[config.mk]
export PLATFORM = sky130hd
export DESIGN_NAME = zap_ram_rd_ctrl_flat
export DESIGN_NICKNAME = d
export VERILOG_FILES = /design/src/rtl/zap_ram_rd_ctrl_if.sv /design/src/rtl/zap_ram_rd_ctrl.sv /design/src/flat_wrapper.sv
export SDC_FILE = /design/constraint.sdc
export NUM_CORES = 1
export LEC_CHECK = 0
export CORE_MARGIN = 8
export CORE_UTILIZATION = 35
export DETAILED_ROUTE_END_ITERATION = 8
export PLACE_DENSITY = 0.65
export SLEW_MARGIN = 20
export SYNTH_ARGS = -nofsm -noshare
export SYNTH_HDL_FRONTEND = slang
export SYNTH_SLANG_ARGS = --single-unit
[constraint.sdc]
create_clock -name i_clk -period 2.09 [get_ports i_clk]
set_input_delay 0.5225 -clock i_clk [delete_from_list [all_inputs] [get_ports i_clk]]
set_output_delay 0.5225 -clock i_clk [all_outputs]
set_load 0.02 [all_outputs]
[src/rtl/zap_ram_rd_ctrl_if.sv]
// Request/response and RAM-side bus of the fixed-latency RAM read controller.
// The slave modport is the controller's view; the master modport is the requester's and the RAM's view.
interface zap_ram_rd_ctrl_if #(
    parameter int WIDTH = 32,
    parameter int DEPTH = 32
);
    localparam int AW = $clog2(DEPTH);

    logic             i_req_valid;
    logic             o_req_ready;
    logic [AW-1:0]    i_req_addr;
    logic [AW-1:0]    o_mem_rd_addr;
    logic [WIDTH-1:0] i_mem_rd_data;
    logic             o_rsp_valid;
    logic             i_rsp_ready;
    logic [WIDTH-1:0] o_rsp_data;
    logic             o_busy;

    modport slave (
        input  i_req_valid, i_req_addr, i_mem_rd_data, i_rsp_ready,
        output o_req_ready, o_mem_rd_addr, o_rsp_valid, o_rsp_data, o_busy
    );

    modport master (
        output i_req_valid, i_req_addr, i_mem_rd_data, i_rsp_ready,
        input  o_req_ready, o_mem_rd_addr, o_rsp_valid, o_rsp_data, o_busy
    );
endinterface

[src/rtl/zap_ram_rd_ctrl.sv]
// Read initiator for fixed-latency pipelined RAMs. Reads are tracked in a valid shift register,
// and the returned data lands in a credit-protected FIFO, so the RAM never needs a stall input.
module zap_ram_rd_ctrl #(
    parameter int WIDTH     = 32,
    parameter int DEPTH     = 32,
    parameter int LATENCY   = 3,
    parameter int BUF_DEPTH = 4
) (
    input  logic             i_clk,
    input  logic             i_reset_n,
    zap_ram_rd_ctrl_if.slave bus
);
    localparam int AW = $clog2(DEPTH);
    localparam int PW = $clog2(BUF_DEPTH);
    localparam int CW = PW + 1;
    localparam logic [CW:0] BUF_LIM = (CW+1)'(BUF_DEPTH);

    logic [LATENCY-1:0] vld_pipe_q, vld_pipe_d;
    logic [PW-1:0]      wr_ptr_q, wr_ptr_d;
    logic [PW-1:0]      rd_ptr_q, rd_ptr_d;
    logic [CW-1:0]      fifo_cnt_q, fifo_cnt_d;
    logic [WIDTH-1:0]   mem_q [BUF_DEPTH];

    logic [CW-1:0]      inflight;
    logic [CW:0]        occupancy;
    logic [AW-1:0]      rd_addr;
    logic               issue, push, pop, rsp_valid, req_ready;

    always_comb begin
        inflight = '0;
        for (int i = 0; i < LATENCY; i++)
            inflight = inflight + {{(CW-1){1'b0}}, vld_pipe_q[i]};
    end

    // A pop in this cycle frees a slot, so a full FIFO with a draining consumer keeps accepting.
    assign rsp_valid = (fifo_cnt_q != '0);
    assign pop       = rsp_valid && bus.i_rsp_ready;
    assign push      = vld_pipe_q[LATENCY-1];
    assign occupancy = {1'b0, inflight} + {1'b0, fifo_cnt_q};
    assign req_ready = i_reset_n && ((occupancy < BUF_LIM) || pop);
    assign issue     = bus.i_req_valid && req_ready;

    // The RAM reads every cycle; only issued reads are tracked in the valid pipe.
    assign rd_addr           = bus.i_req_addr;
    assign bus.o_mem_rd_addr = rd_addr;
    assign bus.o_req_ready   = req_ready;
    assign bus.o_rsp_valid   = rsp_valid;
    assign bus.o_rsp_data    = rsp_valid ? mem_q[rd_ptr_q] : '0;
    assign bus.o_busy        = (inflight != '0) || rsp_valid;

    always_comb begin
        vld_pipe_d    = '0;
        vld_pipe_d[0] = issue;
        for (int i = 1; i < LATENCY; i++)
            vld_pipe_d[i] = vld_pipe_q[i-1];

        wr_ptr_d   = push ? wr_ptr_q + PW'(1) : wr_ptr_q;
        rd_ptr_d   = pop  ? rd_ptr_q + PW'(1) : rd_ptr_q;
        fifo_cnt_d = fifo_cnt_q;
        case ({push, pop})
            2'b10:   fifo_cnt_d = fifo_cnt_q + CW'(1);
            2'b01:   fifo_cnt_d = fifo_cnt_q - CW'(1);
            default: fifo_cnt_d = fifo_cnt_q;
        endcase
    end

    // Clearing the valid pipe discards reads still in the RAM pipeline at reset.
    always_ff @(posedge i_clk or negedge i_reset_n) begin
        if (!i_reset_n) begin
            vld_pipe_q <= '0;
            wr_ptr_q   <= '0;
            rd_ptr_q   <= '0;
            fifo_cnt_q <= '0;
        end else begin
            vld_pipe_q <= vld_pipe_d;
            wr_ptr_q   <= wr_ptr_d;
            rd_ptr_q   <= rd_ptr_d;
            fifo_cnt_q <= fifo_cnt_d;
        end
    end

    always_ff @(posedge i_clk) begin
        if (push)
            mem_q[wr_ptr_q] <= bus.i_mem_rd_data;
    end

    a_no_overflow: assert property (@(posedge i_clk) disable iff (!i_reset_n)
        !(push && (fifo_cnt_q == BUF_LIM[CW-1:0])));
endmodule

[src/flat_wrapper.sv]
// flat-port wrapper written by rule: the top's interface ports become plain ports
module zap_ram_rd_ctrl_flat 
#(
    parameter int WIDTH     = 32,
    parameter int DEPTH     = 32,
    parameter int LATENCY   = 3,
    parameter int BUF_DEPTH = 4
)
  (i_clk, i_reset_n, bus_i_req_valid, bus_i_req_addr, bus_i_mem_rd_data, bus_i_rsp_ready, bus_o_req_ready, bus_o_mem_rd_addr, bus_o_rsp_valid, bus_o_rsp_data, bus_o_busy);
  zap_ram_rd_ctrl_if #(.WIDTH(WIDTH), .DEPTH(DEPTH)) bus_i ();
  input  logic i_clk;
  input  logic i_reset_n;
  input wire logic [$bits(bus_i.i_req_valid)-1:0] bus_i_req_valid;
  input wire logic [$bits(bus_i.i_req_addr)-1:0] bus_i_req_addr;
  input wire logic [$bits(bus_i.i_mem_rd_data)-1:0] bus_i_mem_rd_data;
  input wire logic [$bits(bus_i.i_rsp_ready)-1:0] bus_i_rsp_ready;
  output wire logic [$bits(bus_i.o_req_ready)-1:0] bus_o_req_ready;
  output wire logic [$bits(bus_i.o_mem_rd_addr)-1:0] bus_o_mem_rd_addr;
  output wire logic [$bits(bus_i.o_rsp_valid)-1:0] bus_o_rsp_valid;
  output wire logic [$bits(bus_i.o_rsp_data)-1:0] bus_o_rsp_data;
  output wire logic [$bits(bus_i.o_busy)-1:0] bus_o_busy;
  assign bus_i.i_req_valid = bus_i_req_valid;
  assign bus_i.i_req_addr = bus_i_req_addr;
  assign bus_i.i_mem_rd_data = bus_i_mem_rd_data;
  assign bus_i.i_rsp_ready = bus_i_rsp_ready;
  assign bus_o_req_ready = bus_i.o_req_ready;
  assign bus_o_mem_rd_addr = bus_i.o_mem_rd_addr;
  assign bus_o_rsp_valid = bus_i.o_rsp_valid;
  assign bus_o_rsp_data = bus_i.o_rsp_data;
  assign bus_o_busy = bus_i.o_busy;
  zap_ram_rd_ctrl #(.WIDTH(WIDTH), .DEPTH(DEPTH), .LATENCY(LATENCY), .BUF_DEPTH(BUF_DEPTH)) u_core (.i_clk(i_clk), .i_reset_n(i_reset_n), .bus(bus_i));
endmodule
---- After elaboration in Yosys (flattened, before gate mapping) ----
Memory sizes are Yosys's and may differ from the RTL's.
Index checks and enable logic that the tools add are counted.
word-level totals
  flip-flop bits (word level) ............. 10
  bits in latches ......................... 0
  RAM bits ................................ 128
  memory bits (read-only) ................. 0
  input bits .............................. 41
  memories ................................ 1
memory list
  name          depth  width  read ports  clocked after memory_dff  write ports  RTL line               RTL
  u_core.mem_q  4      32     1           0                         1            zap_ram_rd_ctrl.sv:22  logic [WIDTH-1:0] mem_q [BUF_DEPTH];
cells by class
  add/sub/neg operators ................... 7
  multipliers ............................. 0
  div/mod/pow operators ................... 0
  order comparisons ....................... 1
  equal/unequal tests ..................... 2
  shifts and indexed selects .............. 0
  multiplexer cells ....................... 4
  bitwise gates (word level) .............. 0
  reductions and logical operators ........ 8
operators with widths
  operator                                                              number
  32-bit two-way mux                                                    1
  3-bit case mux with 2 select lines                                    1
  3-bit nonzero test                                                    2
  2-bit by 1-bit adder with 2-bit output, second input constant         2
  3-bit by 3-bit adder with 4-bit output                                1
  4-bit by 3-bit < comparator with 1-bit output, second input constant  1
  3-bit by 1-bit adder with 3-bit output                                1
  3-bit by 1-bit adder with 3-bit output, second input constant         1
  1-bit logical AND                                                     3
  3-bit by 1-bit subtractor with 3-bit output, second input constant    1
  1-bit by 1-bit adder with 2-bit output                                1
  2-bit by 1-bit == test with 1-bit output, second input constant       1
  2-bit == test, second input constant                                  1
  1-bit logical OR                                                      2
  1-bit two-way mux                                                     2
  2-bit nonzero test                                                    1

---- Logic depth before layout (Yosys ltp) ----
  word-level depth ........................ 7
  mapped depth ............................ 9

---- Worst setup path after synthesis ----
Ideal clock, no wire load.
  path kind ............................... flip-flop to output port
  start point ............................. reg u_core.vld_pipe_q[0]
  end point ............................... out bus_o_req_ready
  data arrival time ....................... 1.812 ns
  setup slack ............................. -0.244 ns
  cell stages (with the launch flop) ...... 7
  cell sequence ........................... dfrtp_1 > ha_1 > ha_1 > ha_1 > ha_1 > nor4b_1 > a32o_2
between the ends
  word-level cells in the longest chain between the ends .. 6
ends and longest elaborated chain
  element                                        RTL line               RTL
  start: declaration                             zap_ram_rd_ctrl.sv:18  logic [LATENCY-1:0] vld_pipe_q, vld_pipe_d;
  start signal: assignment                       zap_ram_rd_ctrl.sv:75  vld_pipe_q <= vld_pipe_d;
  1-bit by 1-bit adder with 2-bit output         zap_ram_rd_ctrl.sv:32  inflight = inflight + {{(CW-1){1'b0}}, vld_pipe_q[i]};
  3-bit by 1-bit adder with 3-bit output         zap_ram_rd_ctrl.sv:32
  3-bit by 3-bit adder with 4-bit output         zap_ram_rd_ctrl.sv:39  assign occupancy = {1'b0, inflight} + {1'b0, fifo_cnt_q};
  4-bit by 3-bit < comparator with 1-bit output  zap_ram_rd_ctrl.sv:40  assign req_ready = i_reset_n && ((occupancy < BUF_LIM) || pop);
  1-bit logical OR                               zap_ram_rd_ctrl.sv:40
  1-bit logical AND                              zap_ram_rd_ctrl.sv:40
  end: declaration                               flat_wrapper.sv:17     output wire logic [$bits(bus_i.o_req_ready)-1:0] bus_o_req_ready;
Every way passes these cells.

---- Final worst setup path ----
Same ends and word-level chain as after synthesis.

==> results.md <==
- Starting Density: 35.9%
- Register area: 0.00410 sq mm
- DR pass1 iterations: 4
- Yosys reg bits: 138
- Worst-skew pair later-pin latency: 0.41 ns
- Synth cell types: 22
- Internal Pwr Total: 7.78 mW
- CP peak stage delay: 0.42 ns
- Required time of the critical path: 1.57 ns
- Root buffer cell: clkbuf_16
- Ant diodes: 0
- Sequential fraction of the synthesis area: 74.7%
- Clock share of power: 22.5%
- Sw Pwr: 3.30 mW
- Slowest cell on crit path: dfrtp_1
- Worst vdd ir: 0.610 mV
- WS Path Type: reg -> out
- Fin. Hold Viols: 0
- Sw Ratio: 29.8%
- # IOs: 81
- Worst setup EP type: output port
- Top_reg_cell synth: edfxtp_1
- RSZ-0062 raised after global routing: yes
- Most frequent cells in the layout: edfxtp_1 (128), buf_6 (44), clkdlybuf4s50_1 (35)
- Hold/Removal Path Class: in -> async
- Row count: 45
- Initial antenna violation count: 0
- First-pass GRT wire length: 16900 um
- DR DRC count: 0
- Gr ovfl total: 0
- Worst-path clk slew: 0.05 ns
- DIE AREA: 0.0199 sq mm
- Crit-path cells: buf_4, fa_2, ha_2, nand3_1, a32o_2, buf_6
- Inst Count DP: 549
- Final Power: 11.1 mW
- Tcrit/Tclk final: 128%
- PwrDens: 1470 mW/mm^2
- Setup-failing EPs final: 34
- Vias post-DR: 2773
- MaxCap Viol Count: 0
- Critical Path Source Type: register
- Fin cells: 598
- Setup Skew: 0.00621 ns
- H-tree Lvls: 4
- Die Ht: 141 um
- Slew @ Worst Pin: 0.308 ns
- Die width: 141 um
- Comb power frac: 45.5%
- Synth Warn #: 0
- Synth area leader: edfxtp_1
- Yosys top cell area share: 70.1%
- Synthesized area: 0.00548 sq mm
- Max Freq: 375 MHz
- GRT Overall Usage: 11.5%
- Fillers: 1254
- Nets: 427
- Failing checks: negative setup slack
- CTS tree: done
- GP Congestion: 0.749
- Avg WL per Cell: 18.5 um
- Syn_area_per_cell: 21.2 sq um
- Crit path time final: 2.67 ns
- Antenna-violating nets left: 0
- Static Leak: 2.70 nW
- Share of post-route cells with drive strength above 1: 47.0%
- Dpl cell area: 0.00661 sq mm
- Number of flops mapped to enable cells by yosys: 128
- Outcome: complete, but fails checks
- Sequential share of power: 32.0%
- Relative slew slack: 79.5%
- Total Wirelength: 11100 um
- Synth Net Count: 312
- Vias in the first global route: 3056
- CTS Sinks: 138
- Asr flop ratio synth: 7.25%
- Core box area: 0.0153 sq mm
- Post-route cell area: 0.00752 sq mm
- Syn Inst Count: 259
- Setup slack after layout: -0.579 ns
- Cells taking the most area after synthesis: edfxtp_1 (70%), mux4_2 (13%), dfrtp_1 (4.6%)
- DR iter-0 viols: 152
- Clk buf depth: 2
- Synth-to-Final Area Change: 37.2%
- Inserted Clock Buffers: 17
- Largest net degree at the start of global routing: 36
- Most common cell after layout, fill and taps aside: edfxtp_1
- Port Buffer Count: 70
- Multi-input gate area: 0.00141 sq mm
- Vias per cell: 4.64
- HPWL Detailed: 6550 um
- Crit Path Max Fanout: 2
- Pins Over Slew Limit: 0
- CP arrival: 2.15 ns
worst max-delay path: cells and delay by family (launching register included):
kind / cells / cell delay [ns]
adders and majority gates: 2 / 0.72
AOI/OAI and AO/OA: 1 / 0.23
and+or+nand+nor: 1 / 0.08
DFF: 1 / 0.42
buffers and inverters: 2 / 0.29
routing by layer:
| layer | up-vias | wire length, um | GRT usage [%] |
|---|---|---|---|
| met5 | - | 0 | 0 |
| li1 | 1247 | - | - |
| met3 | 9 | 711 | 4.49 |
| met2 | 80 | 5630 | 19.2 |
| met4 | 0 | 118 | 4.41 |
| met1 | 1437 | 4620 | 13.1 |
metrics by stage:
stage          TNS, ns  worst slack (ns)  hold WS, ns  utilization, %
2_1_floorplan   -0.143            -0.101        0.227               -
3_3_place_gp     -9.42            -0.636        0.477            43.3
3_5_place_dp    -10.04            -0.658        0.501            43.3
4_1_cts         -13.38            -0.626        0.505            47.7
5_1_grt         -12.68            -0.675        0.547            49.3
6_report        -10.32            -0.579        0.534            49.3
Yosys cell counts (2+ instances only):
| cell | n |
|---|---|
| edfxtp_1 | 128 |
| xor2_1 | 4 |
| fa_1 | 2 |
| and2_1 | 38 |
| buf_6 | 4 |
| buf_2 | 4 |
| nand3_1 | 2 |
| buf_4 | 6 |
| inv_1 | 6 |
| dfrtp_1 | 10 |
| mux4_2 | 32 |
| xnor2_1 | 2 |
| clkbuf_1 | 3 |
| ha_1 | 10 |
what timing repair did:
| action | in CTS | in global routing |
|---|---|---|
| setup buffers | 13 | 5 |
| hold endpoints to repair | 0 | 0 |
| cloned | 2 | 2 |
| gates resized for setup | 199 | 80 |
| setup endpoints to repair | 37 | 37 |
| pin swaps | 2 | 36 |
| hold buffers | 0 | 0 |
sequential cells by signal, summed over array words and instances, names as in the netlist:
signal / flops
u_core.mem_q: 128
u_core.fifo_cnt_q: 3
u_core.vld_pipe_q: 3
u_core.rd_ptr_q: 2
u_core.wr_ptr_q: 2
layout make-up:
| type | count | area share (%) |
|---|---|---|
| repair buffers | 113 | 16.5 |
| well taps | 211 | 3.51 |
| clock inverters | 13 | 0.815 |
| clock buffers | 19 | 5.76 |
| flip-flops and latches | 138 | 54.5 |
| inverters | 6 | 0.299 |
| multi-input cells | 98 | 18.7 |
power by group through the flow:
stage | Combinational (mW) | Clock (mW) | Sequential [mW]
floorplan | 2.33 | 0 | 3.55
global placement | 3.93 | 0 | 3.57
detailed placement | 3.96 | 0 | 3.59
CTS | 4.43 | 2.57 | 3.54
global route | 5.38 | 2.67 | 3.58
finish | 5.04 | 2.49 | 3.54
kinds of logic after synthesis:
family / synth area share, %
flops: 74.7
buf+inv: 2.63
xor+xnor: 0.959
compound gates: 0.297
fa+ha+maj: 3.01
mux: 13.3
simple gates: 5.07
path summary, 6_finish.rpt:
check | from | endpoint | slack [ns] | cells after the start
min in group i_clk | u_core.wr_ptr_q[0]$_DFFE_PN0P_ | u_core.wr_ptr_q[0]$_DFFE_PN0P_ | 0.54 | 1
max in group asynchronous | i_reset_n | u_core.rd_ptr_q[1]$_DFFE_PN0N_ | 1.40 | 3
hold / removal | i_reset_n | u_core.vld_pipe_q[0]$_DFF_PN0_ | 0.53 | 3
hold reg to reg | u_core.wr_ptr_q[0]$_DFFE_PN0P_ | u_core.wr_ptr_q[0]$_DFFE_PN0P_ | 0.54 | 1
setup / recovery | u_core.vld_pipe_q[0]$_DFF_PN0_ | bus_o_req_ready | -0.58 | 6
setup reg to reg | u_core.fifo_cnt_q[2]$_DFFE_PN0P_ | u_core.fifo_cnt_q[2]$_DFFE_PN0P_ | 0.01 | 9
Power figures use the tool's default switching activity.
